===== config.mk =====
export PLATFORM = sky130hd
export DESIGN_NAME = cache_tag_store_flat
export DESIGN_NICKNAME = d
export VERILOG_FILES = /design/src/rtl/cache_tag_store_pkg.sv /design/src/rtl/cache_tag_store_if.sv /design/src/rtl/cache_tag_store_lru.sv /design/src/rtl/cache_tag_store.sv /design/src/flat_wrapper.sv
export SDC_FILE = /design/constraint.sdc
export NUM_CORES = 2
export LEC_CHECK = 0
export BUFFER_PORTS_ARGS = -buffer_cell sky130_fd_sc_hd__buf_4
export CAP_MARGIN = 15
export CORE_MARGIN = 2
export CORE_UTILIZATION = 60
export CTS_CLUSTER_DIAMETER = 200
export DETAILED_ROUTE_END_ITERATION = 8
export GPL_ROUTABILITY_DRIVEN = 0
export GPL_TIMING_DRIVEN = 1
export PLACE_DENSITY = 0.73
export SKIP_LAST_GASP = 1
export SLEW_MARGIN = 5
export SYNTH_ARGS = -nofsm -noshare
export SYNTH_HDL_FRONTEND = slang
export SYNTH_SLANG_ARGS = --single-unit

===== constraint.sdc =====
create_clock -name clk -period 24.1 [get_ports clk]
set_input_delay 4.82 -clock clk [delete_from_list [all_inputs] [get_ports clk]]
set_output_delay 4.82 -clock clk [all_outputs]
set_load 0.1 [all_outputs]

===== src/rtl/cache_tag_store_pkg.sv =====
// cache_tag_pkg: shared widths, entry type and flush states
// for the way-halting set-associative tag store.
package cache_tag_pkg;

   function automatic int clog2(input int v);
      int r;
      r = 0;
      while ((1 << r) < v) r++;
      return r;
   endfunction

   localparam int TAG_W_DEF  = 20;
   localparam int HALT_W_DEF = 4;
   localparam int SETS_DEF   = 16;
   localparam int WAYS_DEF   = 4;

   typedef struct packed {
      logic                 valid;
      logic [TAG_W_DEF-1:0] tag;
   } tag_entry_t;

   typedef enum logic [1:0] {
      FL_IDLE,
      FL_RUN,
      FL_DONE
   } fl_state_t;

endpackage


===== src/rtl/cache_tag_store_if.sv =====
// cache_tag_store_if: lookup, fill, invalidate and flush signals
// between the cache controller (master) and the tag store (slave).
interface cache_tag_store_if #(
   parameter int TAG_W = 20,
   parameter int IDX_W = 4,
   parameter int WAY_W = 2,
   parameter int WAYS  = 4
);
   logic             ready;
   logic             lkp_valid;
   logic [IDX_W-1:0] lkp_index;
   logic [TAG_W-1:0] lkp_tag;
   logic             rsp_valid;
   logic             rsp_hit;
   logic [WAY_W-1:0] rsp_way;
   logic [WAYS-1:0]  rsp_halt_mask;
   logic             fill_valid;
   logic [IDX_W-1:0] fill_index;
   logic [TAG_W-1:0] fill_tag;
   logic             fill_done;
   logic [WAY_W-1:0] fill_way;
   logic             evict_valid;
   logic [TAG_W-1:0] evict_tag;
   logic             inv_valid;
   logic [IDX_W-1:0] inv_index;
   logic [WAY_W-1:0] inv_way;
   logic             inv_ready;
   logic             flush_req;
   logic             flush_done;

   modport master (
      input  ready, rsp_valid, rsp_hit, rsp_way, rsp_halt_mask,
      input  fill_done, fill_way, evict_valid, evict_tag,
      input  inv_ready, flush_done,
      output lkp_valid, lkp_index, lkp_tag,
      output fill_valid, fill_index, fill_tag,
      output inv_valid, inv_index, inv_way, flush_req
   );

   modport slave (
      output ready, rsp_valid, rsp_hit, rsp_way, rsp_halt_mask,
      output fill_done, fill_way, evict_valid, evict_tag,
      output inv_ready, flush_done,
      input  lkp_valid, lkp_index, lkp_tag,
      input  fill_valid, fill_index, fill_tag,
      input  inv_valid, inv_index, inv_way, flush_req
   );
endinterface


===== src/rtl/cache_tag_store_lru.sv =====
// cache_tag_lru: true-LRU age update for one set and the
// oldest-way victim; purely combinational.
module cache_tag_lru #(
   parameter int WAYS  = 4,
   parameter int WAY_W = 2
) (
   input  logic [WAYS-1:0][WAY_W-1:0] age,
   input  logic [WAY_W-1:0]           touch,
   output logic [WAYS-1:0][WAY_W-1:0] age_nxt,
   output logic [WAY_W-1:0]           victim
);
   always_comb begin
      age_nxt = age;
      victim  = '0;
      for (int w = 0; w < WAYS; w++) begin
         if (w == int'(touch)) begin
            age_nxt[w] = '0;
         end else if (age[w] < age[touch]) begin
            age_nxt[w] = age[w] + 1'b1;
         end
         if (age[w] == WAY_W'(WAYS-1)) begin
            victim = WAY_W'(w);
         end
      end
   end
endmodule


===== src/rtl/cache_tag_store.sv =====
// cache_tag_store: set-associative tag store with halt-tag filtering,
// LRU fill/evict, single-way invalidate and a set-by-set flush.
module cache_tag_store
   import cache_tag_pkg::*;
#(
   parameter int TAG_W  = TAG_W_DEF,
   parameter int HALT_W = HALT_W_DEF,
   parameter int SETS   = SETS_DEF,
   parameter int WAYS   = WAYS_DEF
) (
   input logic              clk,
   input logic              reset,
   cache_tag_store_if.slave bus
);
   localparam int IDX_W = clog2(SETS);
   localparam int WAY_W = clog2(WAYS);

   logic [WAYS-1:0]            vld  [SETS];
   logic [WAYS-1:0][TAG_W-1:0] tags [SETS];
   logic [WAYS-1:0][WAY_W-1:0] age  [SETS];

   fl_state_t        state, state_nxt;
   logic [IDX_W-1:0] fl_cnt;
   logic             rdy, fl_clr;
   logic             acc_lkp, acc_fill, acc_inv;

   logic [WAYS-1:0]  halt_mask;
   logic             hit;
   logic [WAY_W-1:0] hit_way;
   logic [WAY_W-1:0] fill_sel;
   logic             fill_evict;

   logic [IDX_W-1:0]           upd_idx;
   logic                       upd_en;
   logic [WAYS-1:0][WAY_W-1:0] lru_age, lru_nxt;
   logic [WAY_W-1:0]           lru_touch, lru_vic;

   always_ff @(posedge clk) begin
      if (reset) begin
         state  <= FL_IDLE;
         fl_cnt <= '0;
      end else begin
         state  <= state_nxt;
         fl_cnt <= (state == FL_RUN) ? fl_cnt + 1'b1 : '0;
      end
   end

   always_comb begin
      state_nxt      = state;
      rdy            = 1'b1;
      fl_clr         = 1'b0;
      bus.flush_done = 1'b0;
      unique case (state)
         FL_IDLE, FL_DONE: begin
            bus.flush_done = (state == FL_DONE);
            state_nxt = bus.flush_req ? FL_RUN : FL_IDLE;
         end
         FL_RUN: begin
            rdy    = 1'b0;
            fl_clr = 1'b1;
            if (fl_cnt == IDX_W'(SETS-1)) state_nxt = FL_DONE;
         end
         default: state_nxt = FL_IDLE;
      endcase
   end

   assign bus.ready     = rdy;
   assign bus.inv_ready = rdy & ~bus.fill_valid;
   assign acc_lkp  = rdy & bus.lkp_valid;
   assign acc_fill = rdy & bus.fill_valid;
   assign acc_inv  = rdy & ~bus.fill_valid & bus.inv_valid;

   // full compare only where the halt tag already matched
   always_comb begin
      logic m;
      halt_mask = '0;
      hit       = 1'b0;
      hit_way   = '0;
      for (int w = WAYS-1; w >= 0; w--) begin
         m = vld[bus.lkp_index][w] &
             (tags[bus.lkp_index][w][HALT_W-1:0] ==
              bus.lkp_tag[HALT_W-1:0]);
         halt_mask[w] = m;
         if (m && (tags[bus.lkp_index][w] == bus.lkp_tag)) begin
            hit     = 1'b1;
            hit_way = WAY_W'(w);
         end
      end
   end

   // one LRU unit: a fill owns it, otherwise a lookup hit
   assign upd_idx   = acc_fill ? bus.fill_index : bus.lkp_index;
   assign upd_en    = acc_fill | (acc_lkp & hit);
   assign lru_age   = age[upd_idx];
   assign lru_touch = acc_fill ? fill_sel : hit_way;

   cache_tag_lru #(
      .WAYS  (WAYS),
      .WAY_W (WAY_W)
   ) u_lru (
      .age     (lru_age),
      .touch   (lru_touch),
      .age_nxt (lru_nxt),
      .victim  (lru_vic)
   );

   always_comb begin
      logic found;
      fill_sel = lru_vic;
      found    = 1'b0;
      for (int w = 0; w < WAYS; w++) begin
         if (!found && !vld[bus.fill_index][w]) begin
            fill_sel = WAY_W'(w);
            found    = 1'b1;
         end
      end
      fill_evict = ~found;
   end

   always_ff @(posedge clk) begin
      if (acc_fill) tags[bus.fill_index][fill_sel] <= bus.fill_tag;
   end

   always_ff @(posedge clk) begin
      if (reset) begin
         for (int s = 0; s < SETS; s++) begin
            vld[s] <= '0;
            for (int w = 0; w < WAYS; w++) age[s][w] <= WAY_W'(w);
         end
         bus.rsp_valid     <= 1'b0;
         bus.rsp_hit       <= 1'b0;
         bus.rsp_way       <= '0;
         bus.rsp_halt_mask <= '0;
         bus.fill_done     <= 1'b0;
         bus.fill_way      <= '0;
         bus.evict_valid   <= 1'b0;
         bus.evict_tag     <= '0;
      end else begin
         bus.rsp_valid   <= acc_lkp;
         bus.fill_done   <= acc_fill;
         bus.evict_valid <= acc_fill & fill_evict;
         if (acc_lkp) begin
            bus.rsp_hit       <= hit;
            bus.rsp_way       <= hit_way;
            bus.rsp_halt_mask <= halt_mask;
         end
         if (acc_fill) begin
            bus.fill_way  <= fill_sel;
            bus.evict_tag <= tags[bus.fill_index][fill_sel];
            vld[bus.fill_index][fill_sel] <= 1'b1;
         end
         if (acc_inv) vld[bus.inv_index][bus.inv_way] <= 1'b0;
         if (upd_en) age[upd_idx] <= lru_nxt;
         if (fl_clr) begin
            vld[fl_cnt] <= '0;
            for (int w = 0; w < WAYS; w++) age[fl_cnt][w] <= WAY_W'(w);
         end
      end
   end
endmodule


===== src/flat_wrapper.sv =====
// flat-port wrapper written by rule: the top's interface ports become plain ports
module cache_tag_store_flat import cache_tag_pkg::*;
#(
   parameter int TAG_W  = TAG_W_DEF,
   parameter int HALT_W = HALT_W_DEF,
   parameter int SETS   = SETS_DEF,
   parameter int WAYS   = WAYS_DEF
)
  (clk, reset, bus_ready, bus_rsp_valid, bus_rsp_hit, bus_rsp_way, bus_rsp_halt_mask, bus_fill_done, bus_fill_way, bus_evict_valid, bus_evict_tag, bus_inv_ready, bus_flush_done, bus_lkp_valid, bus_lkp_index, bus_lkp_tag, bus_fill_valid, bus_fill_index, bus_fill_tag, bus_inv_valid, bus_inv_index, bus_inv_way, bus_flush_req);
  cache_tag_store_if #(.TAG_W(TAG_W), .IDX_W((4)), .WAY_W((2)), .WAYS(WAYS)) bus_i ();
  input logic clk;
  input logic reset;
  output wire logic [$bits(bus_i.ready)-1:0] bus_ready;
  output wire logic [$bits(bus_i.rsp_valid)-1:0] bus_rsp_valid;
  output wire logic [$bits(bus_i.rsp_hit)-1:0] bus_rsp_hit;
  output wire logic [$bits(bus_i.rsp_way)-1:0] bus_rsp_way;
  output wire logic [$bits(bus_i.rsp_halt_mask)-1:0] bus_rsp_halt_mask;
  output wire logic [$bits(bus_i.fill_done)-1:0] bus_fill_done;
  output wire logic [$bits(bus_i.fill_way)-1:0] bus_fill_way;
  output wire logic [$bits(bus_i.evict_valid)-1:0] bus_evict_valid;
  output wire logic [$bits(bus_i.evict_tag)-1:0] bus_evict_tag;
  output wire logic [$bits(bus_i.inv_ready)-1:0] bus_inv_ready;
  output wire logic [$bits(bus_i.flush_done)-1:0] bus_flush_done;
  input wire logic [$bits(bus_i.lkp_valid)-1:0] bus_lkp_valid;
  input wire logic [$bits(bus_i.lkp_index)-1:0] bus_lkp_index;
  input wire logic [$bits(bus_i.lkp_tag)-1:0] bus_lkp_tag;
  input wire logic [$bits(bus_i.fill_valid)-1:0] bus_fill_valid;
  input wire logic [$bits(bus_i.fill_index)-1:0] bus_fill_index;
  input wire logic [$bits(bus_i.fill_tag)-1:0] bus_fill_tag;
  input wire logic [$bits(bus_i.inv_valid)-1:0] bus_inv_valid;
  input wire logic [$bits(bus_i.inv_index)-1:0] bus_inv_index;
  input wire logic [$bits(bus_i.inv_way)-1:0] bus_inv_way;
  input wire logic [$bits(bus_i.flush_req)-1:0] bus_flush_req;
  assign bus_ready = bus_i.ready;
  assign bus_rsp_valid = bus_i.rsp_valid;
  assign bus_rsp_hit = bus_i.rsp_hit;
  assign bus_rsp_way = bus_i.rsp_way;
  assign bus_rsp_halt_mask = bus_i.rsp_halt_mask;
  assign bus_fill_done = bus_i.fill_done;
  assign bus_fill_way = bus_i.fill_way;
  assign bus_evict_valid = bus_i.evict_valid;
  assign bus_evict_tag = bus_i.evict_tag;
  assign bus_inv_ready = bus_i.inv_ready;
  assign bus_flush_done = bus_i.flush_done;
  assign bus_i.lkp_valid = bus_lkp_valid;
  assign bus_i.lkp_index = bus_lkp_index;
  assign bus_i.lkp_tag = bus_lkp_tag;
  assign bus_i.fill_valid = bus_fill_valid;
  assign bus_i.fill_index = bus_fill_index;
  assign bus_i.fill_tag = bus_fill_tag;
  assign bus_i.inv_valid = bus_inv_valid;
  assign bus_i.inv_index = bus_inv_index;
  assign bus_i.inv_way = bus_inv_way;
  assign bus_i.flush_req = bus_flush_req;
  cache_tag_store #(.TAG_W(TAG_W), .HALT_W(HALT_W), .SETS(SETS), .WAYS(WAYS)) u_core (.clk(clk), .reset(reset), .bus(bus_i));
endmodule

==> results.json <==
{
  "dieArea_sq_um": 123400,
  "synth.area.top_cells": "edfxtp_1 (61%), mux4_2 (22%), mux2i_1 (3.4%)",
  "synth-main-ff-cell": "edfxtp_1",
  "synth_top_cell_by_area": "edfxtp_1",
  "die_w_um": 351.3,
  "coreArea_sq_um": 119800,
  "postCtsSetupRepairBufs": 0,
  "yosysUniqueCellTypes": 82,
  "synth-seq-cells": 1510,
  "ant_nets": 0,
  "finalClockSkew_ns": 0.03565,
  "placement_rows": 127,
  "cp-startpoint": "bus_lkp_index[0]",
  "synthesis.area_sq_um": 72360,
  "ys_top_cells_by_count": "edfxtp_1 (1472), mux4_2 (722), mux2i_1 (244)",
  "slew_headroom": 0.08586,
  "portBuffers": 94,
  "worstRegToRegCells": 21,
  "crit_arrival_ns": 12.33,
  "vias_per_cell": 7.384,
  "grt_usage": 0.3574,
  "clkTransAtPathRegs_ns": 0.06,
  "h-tree-depth": 4,
  "nets": 4123,
  "clockBufferDepth": 3,
  "rrSetupSlack_ns": 15.60,
  "vdd_drop_max_mv": 0.07341,
  "run_status": "finished, final reports clean",
  "start_util": 0.6039,
  "grt_pass1_vias": 42299,
  "hp-class": "reg2reg",
  "fin_crit_sh": 0.4912,
  "timing.rr.start": "u_core.state[0]",
  "grt_pass1_wl_um": 306600,
  "cts.root.buffer_cell": "clkbuf_16",
  "cts_resized": 0,
  "synthesis.nets": 4058,
  "drc": 0,
  "path_class": "in2reg",
  "hpwl_um": 126500,
  "grt_max_degree": 102,
  "overflow": 0,
  "synth_edf_count": 1472,
  "drive_gt1_frac": 0.3110,
  "post-route-util": 0.6671,
  "synthArstFlopShare": 0,
  "cp.required_ns": 24.59,
  "finalSetupViolations": 0,
  "cp-start-kind": "input pin",
  "yosys.cell_count.top_type": "edfxtp_1",
  "cts_buffers": 161,
  "final-instance-count-excl-fill": 5797,
  "max_cap_violations": 0,
  "cts_tree": "done",
  "wl_per_cell_um": 37.36,
  "hold_buffers": 0,
  "die_height_um": 351.3,
  "drt-pass1-iter-count": 6,
  "finalSetupTns_ns": 0,
  "slew_violations": 0,
  "worstSetupEndpointType": "register",
  "drt_iter0_drc": 6500,
  "path_cells": "buf_8 > buf_4 > buf_4 > mux4_2 > mux4_2 > xnor2_1 > o2111a_1 > nand4_1 > nor4_2 > a21oi_1 > a31oi_4 > mux2_2 > o21ai_0 > ha_1 > nor3_1 > a2111oi_0 > o21ai_1 > nor2_1",
  "synth_area_per_cell_sq_um": 18.14,
  "crit_slowest_cell": "buf_4",
  "ios": 95,
  "num_vias": 42807,
  "r2r-end": "u_core.age[10][0]",
  "dp.cells": 5504,
  "area_growth_pct": 10.45,
  "crit_end": "u_core.age[10][0]",
  "max_stage_delay_ns": 0.86,
  "syn_inst": 3990,
  "synth_top_area_share": 0.6109,
  "rsz0062_at_grt": "false",
  "cp_max_fo": 52,
  "hold_violations": 0,
  "yosys_warnings": 0,
  "totalWireLength_um": 216600,
  "clk_latency_ns": 0.79,
  "ys_seq_area_frac": 0.6214,
  "power_density_nw_per_um2": 75.29,
  "leakage_nw": 25.56,
  "tightest_slew_ns": 1.333,
  "power_w": 0.006018,
  "antenna_found_initial": 13,
  "period_needed_ns": 11.84,
  "max_freq_ghz": 0.08448,
  "clock-sinks": 1510
}
[metrics by stage]
step	setup slack (ns)	hold WS, ns	cell area (sq um)
2_1_floorplan	13.00	0.4801	72360
3_3_place_gp	11.64	0.4460	74800
3_5_place_dp	11.58	0.4511	74800
4_1_cts	12.43	0.4589	79910
5_1_grt	11.81	0.4785	79920
6_report	12.26	0.4590	79920
[worst min-delay path by stage]
stage | start | to | slack [ns] | cells past startpoint
2_1_floorplan | u_core.fl_cnt[0] | u_core.fl_cnt[0] | 0.48 | 1
5_1_grt | u_core.bus.evict_tag[17] | u_core.bus.evict_tag[17] | 0.48 | 2
6_report | u_core.bus.evict_tag[11] | u_core.bus.evict_tag[11] | 0.46 | 2
3_5_place_dp | u_core.bus.evict_tag[2] | u_core.bus.evict_tag[2] | 0.45 | 2
4_1_cts | u_core.bus.evict_tag[2] | u_core.bus.evict_tag[2] | 0.46 | 2
3_3_place_gp | u_core.bus.evict_tag[2] | u_core.bus.evict_tag[2] | 0.45 | 2
[sequential cells by signal, indices dropped and copies added, names as in the netlist]
name	count
u_core.state	2
u_core.bus.rsp_way	2
u_core.fl_cnt	4
u_core.bus.fill_done	1
u_core.tags	1280
u_core.bus.evict_valid	1
u_core.vld	64
u_core.bus.evict_tag	20
u_core.bus.rsp_valid	1
u_core.age	128
u_core.bus.rsp_hit	1
u_core.bus.rsp_halt_mask	4
u_core.bus.fill_way	2
[cell usage in the layout (no fill, tap or decap), drive strengths merged, types with 13 or more instances in the layout]
cell / n
a21oi: 75
dfxtp: 38
buf: 213
mux2i: 245
bufinv: 13
o21ai: 78
mux4: 722
and3: 17
edfxtp: 1472
inv: 20
xnor2: 75
or3: 21
xor2: 60
mux2: 50
clkbuf: 215
nand4: 36
nor3: 26
nor2: 215
clkinv: 51
nand3: 64
and2: 17
a31oi: 16
a221oi: 18
o22ai: 17
o211ai: 24
nand2: 193
a22oi: 41
nor2b: 26
a22o: 13
[cell families (layout without fill, tap and decap cells)]
kind of cell	after synthesis	count (layout)	share of synthesized area
simple gates	655	655	0.04184
flops	1510	1510	0.6214
xor+xnor	135	135	0.01634
compound gates	337	337	0.03190
mux	1017	1017	0.2665
fa+ha+maj	8	8	0.001383
other cells	0	5	0
buf+inv	328	518	0.02066
[layer usage]
metal / vias to the layer above / routed length [um] / global-route usage
li1: 16785 / - / -
met4: 12 / 12140 / 0.1821
met5: - / 183 / 0
met1: 22233 / 75010 / 0.4799
met3: 588 / 30200 / 0.1140
met2: 3189 / 99050 / 0.5323
[worst max-delay path, delay by kind of cell]
kind	cells	cell delay, ns
and+or+nand+nor	4	1.18
AOI/OAI and AO/OA	6	2.30
buffers and inverters	3	1.95
xor gates and xnor gates	1	0.15
adders and majority gates	1	0.36
muxes	3	1.49
[final cells by class]
cell class	count	area [sq um]
fillers	7945	39890
multi-input cells	2152	26100
repair buffers	214	1663
well taps	1612	2017
clock buffers	214	4418
clock inverters	74	689.4
flip-flops and latches	1510	44960
inverters	16	62.56
diodes	5	12.51
[where the power goes]
part,switching (W),internal (W)
combinational,0.000426,0.000231
sequential,0.0000114,0.00291
clock,0.00102,0.00142
total,0.00146,0.00456
No activity file was read; power rests on OpenSTA's default activity.
